===== config.mk =====
export PLATFORM = sky130hd
export DESIGN_NAME = clk_divider_preset
export DESIGN_NICKNAME = d
export VERILOG_FILES = /design/src/rtl/clk_div_pkg.sv /design/src/rtl/clk_div_tc_mux.sv /design/src/rtl/clk_divider_preset.sv
export SDC_FILE = /design/constraint.sdc
export NUM_CORES = 1
export LEC_CHECK = 0
export CAP_MARGIN = 10
export CELL_PAD_IN_SITES_DETAIL_PLACEMENT = 1
export CELL_PAD_IN_SITES_GLOBAL_PLACEMENT = 2
export CORE_AREA = 2 2 89 74
export CTS_BUF_LIST = sky130_fd_sc_hd__clkbuf_4
export DETAILED_ROUTE_END_ITERATION = 8
export DIE_AREA = 0 0 91 76
export GPL_TIMING_DRIVEN = 0
export PLACE_DENSITY = 0.76
export SYNTH_ARGS = -nofsm -noshare
export SYNTH_HDL_FRONTEND = slang
export SYNTH_HIERARCHICAL = 1
export SYNTH_SLANG_ARGS = --single-unit

===== constraint.sdc =====
create_clock -name clk -period 2.8 [get_ports clk]
set_clock_uncertainty 0.05 [all_clocks]
set_input_delay 0.7 -clock clk [delete_from_list [all_inputs] [get_ports clk]]
set_output_delay 0.7 -clock clk [all_outputs]
set_load 0.005 [all_outputs]

===== src/rtl/clk_div_pkg.sv =====
// Shared definitions for the preset clock divider: FSM states and default
// half-period terminal counts.
package clk_div_pkg;

    typedef enum logic [1:0] {
        StIdle,
        StRun,
        StStop
    } state_t;

    localparam int unsigned DIV0_DEF = 4999;
    localparam int unsigned DIV1_DEF = 49999;
    localparam int unsigned DIV2_DEF = 499999;
    localparam int unsigned DIV3_DEF = 4999999;

endpackage


===== src/rtl/clk_div_tc_mux.sv =====
// Combinational preset selector to half-period terminal count lookup.
// Selector values outside 0..3 fall back to DIV1.
module clk_div_tc_mux
    import clk_div_pkg::*;
#(
    parameter int unsigned CNT_W = 24,
    parameter int unsigned SEL_W = 2,
    parameter int unsigned DIV0  = DIV0_DEF,
    parameter int unsigned DIV1  = DIV1_DEF,
    parameter int unsigned DIV2  = DIV2_DEF,
    parameter int unsigned DIV3  = DIV3_DEF
) (
    input  logic [SEL_W-1:0] sel,
    output logic [CNT_W-1:0] tc
);

    logic [31:0] sel_ext;

    assign sel_ext = 32'(sel);

    always_comb begin
        tc = CNT_W'(DIV1);
        case (sel_ext)
            32'd0:   tc = CNT_W'(DIV0);
            32'd1:   tc = CNT_W'(DIV1);
            32'd2:   tc = CNT_W'(DIV2);
            32'd3:   tc = CNT_W'(DIV3);
            default: tc = CNT_W'(DIV1);
        endcase
    end

endmodule


===== src/rtl/clk_divider_preset.sv =====
// Clock divider with four selectable presets; preset changes are deferred to
// the falling edge of divided_clk so no phase is ever truncated.
module clk_divider_preset
    import clk_div_pkg::*;
#(
    parameter int unsigned CNT_W     = 24,
    parameter int unsigned SEL_W     = 2,
    parameter int unsigned DIV0      = DIV0_DEF,
    parameter int unsigned DIV1      = DIV1_DEF,
    parameter int unsigned DIV2      = DIV2_DEF,
    parameter int unsigned DIV3      = DIV3_DEF,
    parameter int unsigned RESET_SEL = 1
) (
    input  logic             clk,
    input  logic             rst,
    input  logic             en,
    input  logic [SEL_W-1:0] sel,
    output logic             divided_clk,
    output logic             tick,
    output logic [SEL_W-1:0] sel_active,
    output logic             switching
);

    if (((64'(DIV0) >> CNT_W) != 64'd0) || ((64'(DIV1) >> CNT_W) != 64'd0) ||
        ((64'(DIV2) >> CNT_W) != 64'd0) || ((64'(DIV3) >> CNT_W) != 64'd0)) begin : g_div_range
        $fatal(1, "clk_divider_preset: a DIVn value does not fit in CNT_W bits");
    end

    state_t             state_q, state_d;
    logic [CNT_W-1:0]   cnt_q, cnt_d;
    logic               div_q, div_d;
    logic               tick_q, tick_d;
    logic [SEL_W-1:0]   sel_active_q, sel_active_d;
    logic               pend_q, pend_d;
    logic [CNT_W-1:0]   tc;
    logic               term;

    clk_div_tc_mux #(
        .CNT_W (CNT_W),
        .SEL_W (SEL_W),
        .DIV0  (DIV0),
        .DIV1  (DIV1),
        .DIV2  (DIV2),
        .DIV3  (DIV3)
    ) u_tc_mux (
        .sel (sel_active_q),
        .tc  (tc)
    );

    assign term = (cnt_q == tc);

    always_ff @(posedge clk or posedge rst) begin
        if (rst) begin
            state_q      <= StIdle;
            cnt_q        <= '0;
            div_q        <= 1'b0;
            tick_q       <= 1'b0;
            sel_active_q <= SEL_W'(RESET_SEL);
            pend_q       <= 1'b0;
        end else begin
            state_q      <= state_d;
            cnt_q        <= cnt_d;
            div_q        <= div_d;
            tick_q       <= tick_d;
            sel_active_q <= sel_active_d;
            pend_q       <= pend_d;
        end
    end

    always_comb begin
        state_d      = state_q;
        cnt_d        = cnt_q;
        div_d        = div_q;
        tick_d       = 1'b0;
        sel_active_d = sel_active_q;
        pend_d       = pend_q;

        case (state_q)
            StIdle: begin
                cnt_d        = '0;
                div_d        = 1'b0;
                sel_active_d = sel;
                pend_d       = 1'b0;
                if (en) begin
                    state_d = StRun;
                end
            end
            StRun, StStop: begin
                pend_d = (sel != sel_active_q);
                if (term) begin
                    cnt_d = '0;
                    div_d = ~div_q;
                    if (div_q) begin
                        // Falling edge: the latest requested preset takes over here.
                        sel_active_d = sel;
                        pend_d       = 1'b0;
                    end else if (state_q == StRun) begin
                        tick_d = 1'b1;
                    end
                end else begin
                    cnt_d = cnt_q + CNT_W'(1);
                end

                if (state_q == StRun) begin
                    if (!en) begin
                        if (!div_q) begin
                            // Low phase carries no pulse worth finishing; abandon it.
                            state_d = StIdle;
                            cnt_d   = '0;
                            div_d   = 1'b0;
                            tick_d  = 1'b0;
                            pend_d  = 1'b0;
                        end else if (term) begin
                            state_d = StIdle;
                            pend_d  = 1'b0;
                        end else begin
                            state_d = StStop;
                        end
                    end
                end else if (en) begin
                    state_d = StRun;
                end else if (term) begin
                    state_d = StIdle;
                    pend_d  = 1'b0;
                end
            end
            default: begin
                state_d = StIdle;
                cnt_d   = '0;
                div_d   = 1'b0;
                pend_d  = 1'b0;
            end
        endcase
    end

    assign divided_clk = div_q;
    assign tick        = tick_q;
    assign sel_active  = sel_active_q;
    assign switching   = pend_q;

endmodule


==> flow_summary.yaml <==
global_route:
  grt_start_max_net_pins: 17
  grtUsageTotal_pct: 16.07
  gr-total-overflow: 0
  antenna_found_initial: 0
  grt_pass1_vias: 1654
  grt_pass1_wl_mm: 8.611
finish:
  stdcell_count: 337
  fin_nets: 271
  final_util_pct: 41.76
  synthToLayoutAreaGrowth_pct: 20.84
  fin_area_sq_um: 2554
  diodes: 0
  drive_above_1_share_pct: 20.95
cts:
  cts_root_buf: "clkbuf_4"
  clk_pin_slew_worst_paths_ps: 90
  clock_path_buffers: 2
  tritoncts: "yes"
  clkLatencyLatePin_ps: 330
  cts-htree-levels: 2
  cts-buffers-inserted: 5
  cts_sinks: 31
worst_setup_path:
  cp-startpoint: "sel_active[0]$_DFFE_PP1P_"
  crit_required_ps: 2960
  ff2ff_setup_slack_ps: -80
  crit_fanout: 4
  crit_path_end_kind: "flop"
  crit_path_end: "state_q[1]$_DFFE_PP0P_"
  criticalPathCategory: "reg -> reg"
  rr_startpoint: "sel_active[0]$_DFFE_PP1P_"
  critPathArrivalTime_ps: 3050
  cp-start-kind: "flop"
  r2r-end: "state_q[1]$_DFFE_PP0P_"
  reg2reg_depth: 13
route:
  wl_met2_mm: 2.182
  drc: 0
  ant_nets: 0
  wl_met3_microns: 99
  wl_per_cell_microns: 15.19
  wl_met1_mm: 2.776
  via_count: 1565
  dr.pass1.iters: 4
  drt_iter0_markers: 79
  wirelength_mm: 5.120
  post_drt_via_cell_ratio: 4.644
  top_layer_used: "met4"
floorplanning:
  fp.dieArea_sq_um: 6916
  die_h_microns: 76
  die_w_microns: 91
  initial_utilization_pct: 34.55
  core_area_sq_um: 6116
  io_pins: 10
  rows: 26
outcome:
  status: "complete, but fails checks"
  violations: "setup timing"
sta:
  min_period_ps: 2883
  rsz0062_at_grt: "yes"
  drv_slew: 0
  max_freq_ghz: 0.3468
  fin_crit_sh_pct: 103.0
  timing.slew.headroom_pct: 50.03
  postLayoutSetupSlackWorst_ps: -83.28
  setup_viol: 1
  worst_slew_pin_slew_ps: 748.8
  hold_viol_final: 0
placement:
  place_area_sq_um: 2376
  dpl.cell_count: 320
  io_buffers: 8
  post-place-ws_ps: -316.8
  gp_congestion: 0.7938
  hpwlAfterDp_mm: 3.825
synth:
  synth_ff_type: "dfrtp_1"
  synth-seq-cells: 31
  avgSynthCellArea_sq_um: 9.562
  yosysSeqAreaShare_pct: 36.77
  synth_edf_count: 0
  ys_async_sr_fraction_pct: 100.0
  syn_area_sq_um: 2113
  synth_cell_types: 37
  ys_warn_count: 6
  netlist_instances: 221
job:
  drv_cap: 0
power:
  vdd_drop_max_uv: 440.3
  p_total_uw: 1765
  p_leak_uw: 0.001151
  p_per_area_nw_per_um2: 691.2
worst_hold_path:
  hold_path_class: "reg -> reg"
-- cells in the mapped netlist, drive strengths merged (5+ instances only) --
master / instances / area share [%]
nor4: 5 / 2.4
dfrtp: 30 / 36
nand2: 5 / 0.89
buf: 17 / 5.8
xnor2: 23 / 9.5
nor2: 32 / 5.7
nand3: 12 / 2.8
ha: 12 / 7.1
nand4: 6 / 1.8
and3: 9 / 2.7
xor2: 25 / 10
inv: 8 / 1.4
-- sequential cells by signal (all words and copies together), names as in the netlist --
| register | flops |
|---|---|
| divided_clk | 1 |
| switching | 1 |
| tick | 1 |
| state_q | 2 |
| cnt_q | 24 |
| sel_active | 2 |
-- worst max-delay path, cell delays in order, from the launching register on --
cell      delay (ps)
dfstp_2          570
inv_4             50
ha_4             160
or2_4            260
buf_4            140
xor2_1           160
nor4_2           210
and4_4           290
nand2_4           70
ha_4             170
nand4b_1         100
or4_1            130
o211ai_1          90
or3_1            320
-- per-stage QoR --
stage          TNS (ps)  hold slack [ps]
4_1_cts          -871.8            495.9
3_3_place_gp     -279.5            475.0
3_5_place_dp     -553.5            474.7
6_report         -83.28            501.0
5_1_grt          -211.0            532.2
2_1_floorplan    -20.05            414.3
-- cells in the final DEF, fill, tap and decap left out, types with 4 or more instances in the layout --
cell,synthesis,layout
and3_1,9,9
buf_4,15,25
clkbuf_4,0,6
clkdlybuf4s50_1,0,8
conb_1,2,8
dfrtp_1,30,29
ha_1,12,9
inv_1,8,7
nand2_1,5,4
nand3_1,12,12
nand4_1,6,6
nor2_1,32,31
nor3_1,4,4
nor4_2,3,4
xnor2_1,23,23
xor2_1,25,25
-- timing repair --
| item | in CTS | in global routing |
|---|---|---|
| hold buffers | 0 | 0 |
| setup endpoints to repair | 21 | 22 |
| pin swaps | 7 | 1 |
| gates resized for setup | 10 | 3 |
| buffers inserted | 11 | 0 |
| endpoints found under the hold margin | 0 | 0 |
-- kinds of logic (layout without fill, tap and decap cells) --
kind of cell    after synthesis  count (layout)  synth area share (%)
compound gates                9               9                 3.967
xor+xnor                     48              48                 19.89
fa+ha+maj                    12              12                 7.105
buf+inv                      26              52                 7.401
flops                        31              31                 36.77
mux                           3               3                 1.539
other cells                   2               8                0.3554
simple gates                 90              90                 22.97
-- worst min-delay path by stage --
stage | from | to | depth (start not counted)
after floorplan | cnt_q[0]$_DFF_PP0_ | cnt_q[0]$_DFF_PP0_ | 1
after global placement | cnt_q[0]$_DFF_PP0_ | cnt_q[0]$_DFF_PP0_ | 1
after detailed placement | cnt_q[0]$_DFF_PP0_ | cnt_q[0]$_DFF_PP0_ | 1
after CTS | cnt_q[0]$_DFF_PP0_ | cnt_q[0]$_DFF_PP0_ | 1
after global routing | cnt_q[0]$_DFF_PP0_ | cnt_q[0]$_DFF_PP0_ | 1
final | cnt_q[0]$_DFF_PP0_ | cnt_q[0]$_DFF_PP0_ | 1
-- layer usage --
metal	vias to the layer above	GRT usage (%)
met5	-	0
met3	7	3.066
met4	0	4.848
li1	791	-
met2	12	22.74
met1	755	24.69
-- final cells by class --
| type | instances | area (sq um) |
|---|---|---|
| clock buffer | 6 | 45.04 |
| timing repair buffer | 20 | 190.2 |
| tap | 84 | 105.1 |
| fill | 735 | 3562 |
| sequential | 31 | 778.2 |
| multi-input combinational | 170 | 1272 |
| inverter | 8 | 32.53 |
| buffer | 18 | 130.1 |
-- power breakdown --
group	switching, uW	internal [uW]
Clock	146	98.8
Sequential	66.1	500
Combinational	460	495
(Power assumes the default switching activity.)
